<file path="config.mk">
export PLATFORM = sky130hd
export DESIGN_NAME = rr_lane_fifo
export DESIGN_NICKNAME = d
export VERILOG_FILES = /design/src/rtl/rr_lane_fifo.sv
export SDC_FILE = /design/constraint.sdc
export NUM_CORES = 1
export LEC_CHECK = 0
export CELL_PAD_IN_SITES_DETAIL_PLACEMENT = 1
export CELL_PAD_IN_SITES_GLOBAL_PLACEMENT = 2
export CORE_MARGIN = 4
export CORE_UTILIZATION = 41
export CTS_CLUSTER_DIAMETER = 60
export DETAILED_ROUTE_END_ITERATION = 16
export GPL_TIMING_DRIVEN = 0
export PLACE_DENSITY_LB_ADDON = 0.2
export SETUP_SLACK_MARGIN = 0.5
export SKIP_CTS_REPAIR_TIMING = 1
export SLEW_MARGIN = 30
export SYNTH_ARGS = -nofsm -noshare
export SYNTH_HDL_FRONTEND = slang
export SYNTH_SLANG_ARGS = --single-unit
</file>
<file path="constraint.sdc">
create_clock -name clk -period 4 [get_ports clk]
set_clock_uncertainty 0.1 [all_clocks]
set_input_delay 0.8 -clock clk [delete_from_list [all_inputs] [get_ports clk]]
set_output_delay 0.8 -clock clk [all_outputs]
set_load 0.03 [all_outputs]
</file>
<file path="src/rtl/rr_lane_fifo.sv">
// Round-robin collector: merges per-channel multi-lane words into one tagged FWFT FIFO.
// Optional X/Z detection on pushed words is enabled by defining RR_LANE_FIFO_XCHECK_EN.
module rr_lane_fifo #(
    parameter int CHANNELS = 4,
    parameter int LANES    = 4,
    parameter int LANE_W   = 5,
    parameter int DEPTH    = 8,
    localparam int CW      = (CHANNELS > 1) ? $clog2(CHANNELS) : 1,
    localparam int AW      = $clog2(DEPTH)
) (
    input  logic                                   clk,
    input  logic                                   rst_n,
    input  logic [CHANNELS-1:0]                    in_valid,
    output logic [CHANNELS-1:0]                    in_ready,
    input  logic [CHANNELS-1:0][LANES-1:0][LANE_W-1:0] in_data,
    output logic                                   out_valid,
    input  logic                                   out_ready,
    output logic [LANES-1:0][LANE_W-1:0]           out_data,
    output logic [CW-1:0]                          out_chan,
    output logic [AW:0]                            count,
    output logic                                   xz_err
);

    logic [AW:0]                      r_count;
    logic [AW-1:0]                    r_wr_ptr;
    logic [AW-1:0]                    r_rd_ptr;
    logic [CW-1:0]                    r_rr_ptr;
    logic [LANES-1:0][LANE_W-1:0]     r_mem_data [DEPTH];
    logic [CW-1:0]                    r_mem_chan [DEPTH];

    logic                             w_empty;
    logic                             w_full;
    logic                             w_pop;
    logic                             w_space;
    logic                             w_grant_vld;
    logic [CW-1:0]                    w_grant_idx;
    logic                             w_push;
    logic [CW-1:0]                    w_rr_next;
    logic [CHANNELS-1:0]              w_ready;
    logic [LANES-1:0][LANE_W-1:0]     w_push_data;

    assign w_empty = (r_count == '0);
    assign w_full  = (r_count == (AW+1)'(DEPTH));
    assign w_pop   = !w_empty && out_ready;
    // A pop in the same cycle frees the slot, so a full FIFO still accepts.
    assign w_space = !w_full || w_pop;

    always_comb begin
        int idx;
        idx         = 0;
        w_grant_vld = 1'b0;
        w_grant_idx = '0;
        for (int k = 0; k < CHANNELS; k++) begin
            idx = int'(r_rr_ptr) + k;
            if (idx >= CHANNELS) begin
                idx = idx - CHANNELS;
            end
            if (!w_grant_vld && in_valid[idx]) begin
                w_grant_vld = 1'b1;
                w_grant_idx = CW'(idx);
            end
        end
    end

    // Gating with rst_n keeps in_ready low while reset is held.
    assign w_push      = w_grant_vld && w_space && rst_n;
    assign w_push_data = in_data[w_grant_idx];
    assign w_rr_next   = (w_grant_idx == CW'(CHANNELS - 1)) ? '0 : w_grant_idx + CW'(1);

    always_comb begin
        w_ready = '0;
        if (w_push) begin
            w_ready[w_grant_idx] = 1'b1;
        end
    end

    assign in_ready = w_ready;

    always_ff @(posedge clk or negedge rst_n) begin
        if (!rst_n) begin
            r_count  <= '0;
            r_wr_ptr <= '0;
            r_rd_ptr <= '0;
            r_rr_ptr <= '0;
        end else begin
            if (w_push) begin
                r_wr_ptr <= r_wr_ptr + AW'(1);
                r_rr_ptr <= w_rr_next;
            end
            if (w_pop) begin
                r_rd_ptr <= r_rd_ptr + AW'(1);
            end
            case ({w_push, w_pop})
                2'b10:   r_count <= r_count + (AW+1)'(1);
                2'b01:   r_count <= r_count - (AW+1)'(1);
                default: r_count <= r_count;
            endcase
        end
    end

    // Storage carries no reset; emptiness is tracked by r_count alone.
    always_ff @(posedge clk) begin
        if (w_push) begin
            r_mem_data[r_wr_ptr] <= w_push_data;
            r_mem_chan[r_wr_ptr] <= w_grant_idx;
        end
    end

    assign out_valid = !w_empty;
    assign out_data  = w_empty ? '0 : r_mem_data[r_rd_ptr];
    assign out_chan  = w_empty ? '0 : r_mem_chan[r_rd_ptr];
    assign count     = r_count;

`ifdef RR_LANE_FIFO_XCHECK_EN
    logic r_xz_err;

    always_ff @(posedge clk or negedge rst_n) begin
        if (!rst_n) begin
            r_xz_err <= 1'b0;
        end else if (w_push && ((^w_push_data) === 1'bx)) begin
            r_xz_err <= 1'b1;
        end
    end

    assign xz_err = r_xz_err;
`else
    assign xz_err = 1'b0;
`endif

    a_ready_onehot: assert property (@(posedge clk) disable iff (!rst_n) $onehot0(in_ready));
    a_count_range:  assert property (@(posedge clk) disable iff (!rst_n) r_count <= (AW+1)'(DEPTH));

endmodule

</file>
== Word-level counts from Yosys, hierarchy flattened ==
Memory sizes are Yosys's and may differ from the RTL's.
Index checks and enable logic that the tools add are counted.
Word-level totals
  memory bits (writable): 176
  output and inout bits: 32
  memories kept: 2
  register bits: 12
  input port bits: 87
  logic and storage cells: 82
Memories
  r_mem_data: depth 8, bits a word 20, rd ports 1, clocked after memory_dff 0, write ports 1, RTL line 28  | logic [LANES-1:0][LANE_W-1:0] r_mem_data [DEPTH];
  r_mem_chan: depth 8, bits a word 2, rd ports 1, clocked after memory_dff 0, write ports 1, RTL line 29  | logic [CW-1:0] r_mem_chan [DEPTH];
Cells by class
  reductions and logical operators: 15
  $lt $le $gt $ge: 10
  add/sub/neg operators: 12
  equal/unequal tests: 4
  muxes and demuxes: 35
Operators with widths (count)
  32-bit by 4-bit less-than comparator with 1-bit output, second input constant: 4
  32-bit two-way mux: 4
  20-bit binary-select mux with 2-bit select: 1
  20-bit two-way mux: 2
  1-bit two-way mux: 15
  2-bit two-way mux: 6
  3-bit by 3-bit subtractor with 4-bit output, second input constant: 3
  3-bit >= comparator, second input constant: 3
  1-bit binary-select mux with 2-bit select: 4
  4-bit one-hot mux with 2 select lines: 1
  1-bit logical AND: 7
  2-bit by 2-bit adder with 3-bit output, second input constant: 2
  3-bit by 1-bit adder with 3-bit output, second input constant: 2
  1-bit zero test: 5
  4-bit by 1-bit adder with 4-bit output, second input constant: 1
  2-bit == test, second input constant: 2
  4-bit == test, second input constant: 1
  4-bit zero test: 1
  4-bit two-way mux: 1
  2-bit by 3-bit subtractor with 4-bit output, second input constant: 1
  4-bit by 1-bit subtractor with 4-bit output, second input constant: 1
  2-bit by 1-bit adder with 3-bit output, second input constant: 1
  2-bit by 3-bit >= comparator with 1-bit output, second input constant: 1
  2-bit by 3-bit less-than comparator with 1-bit output, second input constant: 1
  other kinds (6): 6

== Depth between registers and ports, before layout ==
  depth in word-level cells: 20
  gate-level depth with buffers: 12
  gate-level depth less buffers: 10

== Worst setup path after synthesis ==
No wires, ideal clock.
  path kind: in2reg
  from: input port in_valid[2]
  to: memory r_mem_chan[5][0] (netlist bit) (enable)
  slack: 432 ps
  setup time: 433 ps
  data required time: 3467 ps
  cell stages on the path: 5
  path buffers: 1
  arrival: 3034 ps
  cells stage by stage: o41ai_1 > a31oi_1 > buf_2 > nand2_1 > nor3b_1
On the way
  word-level cells in the longest chain between the ends: 17
  elaborated cells on any way between the ends: 26
  classes of those cells: mux: 18; reduce/logical: 8
RTL lines
  start, declared: RTL line 13  | input logic [CHANNELS-1:0] in_valid,
  1-bit binary-select mux with 2-bit select: RTL line 58  | if (!w_grant_vld && in_valid[idx]) begin
  1-bit two-way mux (implied by the code) (2 in series): RTL line 58
  1-bit two-way mux: RTL line 58
  1-bit zero test: RTL line 58
  1-bit logical AND: RTL line 58
  1-bit two-way mux: RTL line 58
  1-bit zero test: RTL line 58
  1-bit logical AND: RTL line 58
  1-bit two-way mux: RTL line 58
  1-bit zero test: RTL line 58
  1-bit logical AND: RTL line 58
  1-bit two-way mux (*): RTL line 58
  1-bit logical AND (*) (2 in series): RTL line 66  | assign w_push = w_grant_vld && w_space && rst_n;
  1-bit two-way mux (*): RTL line 103  | if (w_push) begin
  1-bit two-way mux (implied by the code) (*): RTL line 105  | r_mem_chan[r_wr_ptr] <= w_grant_idx;
  end, declared: RTL line 29
Every way passes the cells marked *; elsewhere a longest branch is shown, timed or not. The select of a mux whose other input is x is not followed.

== Worst setup path after layout ==
  from: input port in_valid[3]
  to: output port in_ready[2]
On the way
  word-level cells in the longest chain between the ends: 18
  elaborated cells on any way between the ends: 34
  classes of those cells: order compare: 2; mux: 23; reduce/logical: 9
RTL lines
  1-bit binary-select mux with 2-bit select: RTL line 58
  1-bit two-way mux (implied by the code) (2 in series): RTL line 58
  1-bit two-way mux: RTL line 58
  1-bit zero test: RTL line 58
  1-bit logical AND: RTL line 58
  1-bit two-way mux: RTL line 58
  1-bit zero test: RTL line 58
  1-bit logical AND: RTL line 58
  (+2 left out)
  1-bit logical AND: RTL line 58
  2-bit two-way mux (*): RTL line 58
  named net w_grant_idx[0]: RTL line 36  | logic [CW-1:0] w_grant_idx;
  2-bit by 3-bit less-than comparator with 1-bit output (implied by the code) / 2-bit by 1-bit >= comparator with 1-bit output (equally long branches): RTL line 73  | w_ready[w_grant_idx] = 1'b1;
  1-bit logical AND (implied by the code): RTL line 73
  1-bit two-way mux (implied by the code): RTL line 73
  1-bit demux with 2-bit select (*): RTL line 73
  4-bit two-way mux (*): RTL line 72  | if (w_push) begin
  end, declared: RTL line 14  | output logic [CHANNELS-1:0] in_ready,
Mark *: on every way through the listed nets, which the timed path passes. The rest lies on a longest branch. The select of a mux whose other input is x is not followed.

==> results.py <==
metrics = {
    "pwr": {
        "sequentialPowerShare_pct": 35.3,
        "leakage_nw": 4.11,
        "swShare_pct": 35.2,
        "power_mw": 8.24,
        "p_per_area_nw_per_um2": 765,
        "ir_worst_vdd_mv": 0.377,
        "internal-power_mw": 5.34,
        "p_clk_share_pct": 20.4,
        "p_comb_share_pct": 44.4,
        "power_switching_mw": 2.90,
    },
    "routing": {
        "top_layer": "met4",
        "vias": 4613,
        "drt_iter0_drc": 266,
        "avgViaCountPerCell": 5.27,
        "met1_length_um": 8510,
        "routed_wl_um": 19800,
        "wl_met3_um": 988,
        "ant_nets": 0,
        "wire_per_inst_um": 22.6,
        "route.met2.wl_um": 10000,
        "dr.pass1.iters": 5,
        "drc": 0,
    },
    "cts": {
        "cts_num_sinks": 188,
        "cts_tree": "done",
        "path_clk_slew_ps": 60,
        "cts-root-buf": "clkbuf_16",
        "htreeDepth": 4,
        "numCtsBuffers": 17,
        "cts_buffer_depth": 2,
        "clock_latency_ps": 430,
    },
    "logic_synthesis": {
        "yosys-top-cells-area": "edfxtp_1, mux4_2, mux2i_1",
        "synth.most_common_cell": "edfxtp_1",
        "syn_area_um2": 8200,
        "ys_seq_area_share_pct": 68.1,
        "yosys.area.top_type_share_pct": 64.4,
        "async_flop_share_pct": 6.38,
        "syn_inst": 432,
        "syn_area_per_cell_um2": 19.0,
        "synth_edf_count": 176,
        "synth_common_cells": "edfxtp_1, mux2i_1, mux4_2",
        "synth.distinct_cells": 33,
        "synth_top_cell_by_area": "edfxtp_1",
        "synth_fp_nets": 528,
        "synth_flop_cell": "edfxtp_1",
        "ys_warn_count": 0,
        "yosys_register_bits": 188,
    },
    "cells_and_area": {
        "final_nets": 694,
        "final_util_pct": 55.0,
        "layout-area-overhead-vs-synth_pct": 31.3,
        "multi_input_comb_area_um2": 2510,
        "register_area_um2": 5590,
        "drive_above_1_share_pct": 24.1,
        "finalNonFillerCells": 875,
        "n_antenna_cell": 0,
        "fin_area_um2": 10800,
        "fill_cells": 1825,
    },
    "die": {
        "die-area_um2": 22300,
        "io-pin-count": 119,
        "num_rows": 51,
        "coreArea_um2": 19600,
        "fp.dieH_um": 149,
        "fp.dieW_um": 149,
        "start_util_pct": 41.9,
    },
    "global_route": {
        "grt_pass1_vias": 5090,
        "antenna_found_initial": 0,
        "grtUsageTotal_pct": 18.6,
        "grt_max_degree": 20,
        "grt_pass1_wl_um": 30200,
        "grt_overflow": 0,
    },
    "placed_design": {
        "dp_hpwl_um": 13600,
        "placed_cells": 833,
        "place.gp.congestion": 0.724,
        "post-place-ws_ps": -367,
        "place.port_buffers": 117,
        "dpl_cell_area_um2": 9980,
    },
    "worst_setup_path": {
        "timing.rr.start": "count[1]$_DFFE_PN0P_",
        "r2r_setup_slack_ps": 1140,
        "cpMaxStageDelayCell": "clkdlybuf4s50_1",
        "criticalPathCategory": "in -> out",
        "critical_path_required_ps": 3100,
        "rr_worst_depth": 9,
        "crit_family": "buffers and inverters",
        "worst-path-max-fanout": 4,
        "cp_cell_sequence": "clkdlybuf4s50_1 -> a21oi_2 -> a211oi_4 -> buf_12 -> inv_1 -> ha_1 -> and2_1 -> dlymetal6s2s_1",
        "worst-path-buf-inv": 4,
        "end_kind": "primary output",
        "r2r-end": "r_mem_data[1][6]$_DFFE_PP_",
        "start_kind": "input pin",
        "slowest_delay_ps": 550,
        "worstPathArrival_ps": 2500,
    },
    "hold_path": {
        "hp-class": "in -> async",
    },
    "sta": {
        "fin_crit_sh_pct": 85.1,
        "setup_tns_ps": 0,
        "worst_slack_ps": 596,
        "slew_headroom_pct": 51.9,
        "hold_viol_final": 0,
        "tightest_slew_ps": 701,
        "drv_slew": 0,
        "max_freq_ghz": 0.294,
        "fin_crit_ps": 3400,
        "fin_hold_ws_ps": 174,
        "rsz0062_at_grt": "false",
        "setup_violations": 0,
    },
    "run": {
        "max_cap_viol_count": 0,
    },
    "outcome": {
        "status": "finished clean",
    },
}
final cells by class:
class                           count  area share, %
Clock buffer                       19           4.02
Inverter                            6          0.209
Tap cell                          265           3.08
Multi-Input combinational cell    213           23.3
Sequential cell                   188           51.9
Clock inverter                     12           1.36
Buffer                             25           1.96
Timing Repair Buffer              147           14.2
power groups by stage:
stage / clock, mW / sequential (mW) / combinational (mW)
6_report: 1.68 / 2.91 / 3.65
5_1_grt: 1.79 / 2.94 / 3.94
4_1_cts: 1.71 / 2.91 / 3.68
3_5_place_dp: 0 / 2.94 / 3.65
3_3_place_gp: 0 / 2.93 / 3.42
2_1_floorplan: 0 / 2.93 / 2.28
routing by layer:
metal / vias up / track usage [%]
met5: - / 0
met4: 0 / 5.54
met3: 19 / 4.06
met2: 140 / 30.3
met1: 2403 / 25.2
li1: 2051 / -
cell usage in the layout, fill, tap and decap left out, drive strengths merged, types with 4 or more instances in the layout:
cell,count
a21oi,5
and2,4
buf,47
clkbuf,29
clkdlybuf4s50,87
clkinv,4
clkinvlp,4
dfrtp,12
dlymetal6s2s,28
edfxtp,176
ha,9
inv,7
mux2,4
mux2i,83
mux4,44
nand2,7
nor2,26
nor3b,5
xor2,6
worst max-delay path by stage:
stage | from | end | slack [ps] | cells past startpoint
finish | in_valid[3] | in_ready[2] | 600 | 8
global route | in_valid[3] | in_ready[2] | 490 | 8
detailed placement | rst_n | r_mem_data[1][6]$_DFFE_PP_ | -370 | 9
floorplan | in_valid[2] | r_mem_chan[1][0]$_DFFE_PP_ | 570 | 5
global placement | rst_n | r_mem_data[2][6]$_DFFE_PP_ | -2400 | 5
CTS | rst_n | in_ready[1] | -310 | 6
kinds of logic after synthesis:
kind of cell / after synthesis / share of synthesized area (%)
flip-flops: 188 / 68.1
multiplexers: 131 / 22.8
AND/OR/NAND/NOR: 51 / 3.14
buffers and inverters: 31 / 2.36
AO/OA/AOI/OAI: 12 / 1.28
adder cells (fa/ha/maj): 9 / 1.37
XOR/XNOR: 9 / 0.961
other: 1 / 0.0457
sequential cells by signal (all words and copies together), names as in the netlist:
name,cells
r_rd_ptr,3
r_mem_chan,16
count,4
r_mem_data,160
r_wr_ptr,3
r_rr_ptr,2
Note: power is estimated with default switching activity, not from simulation.
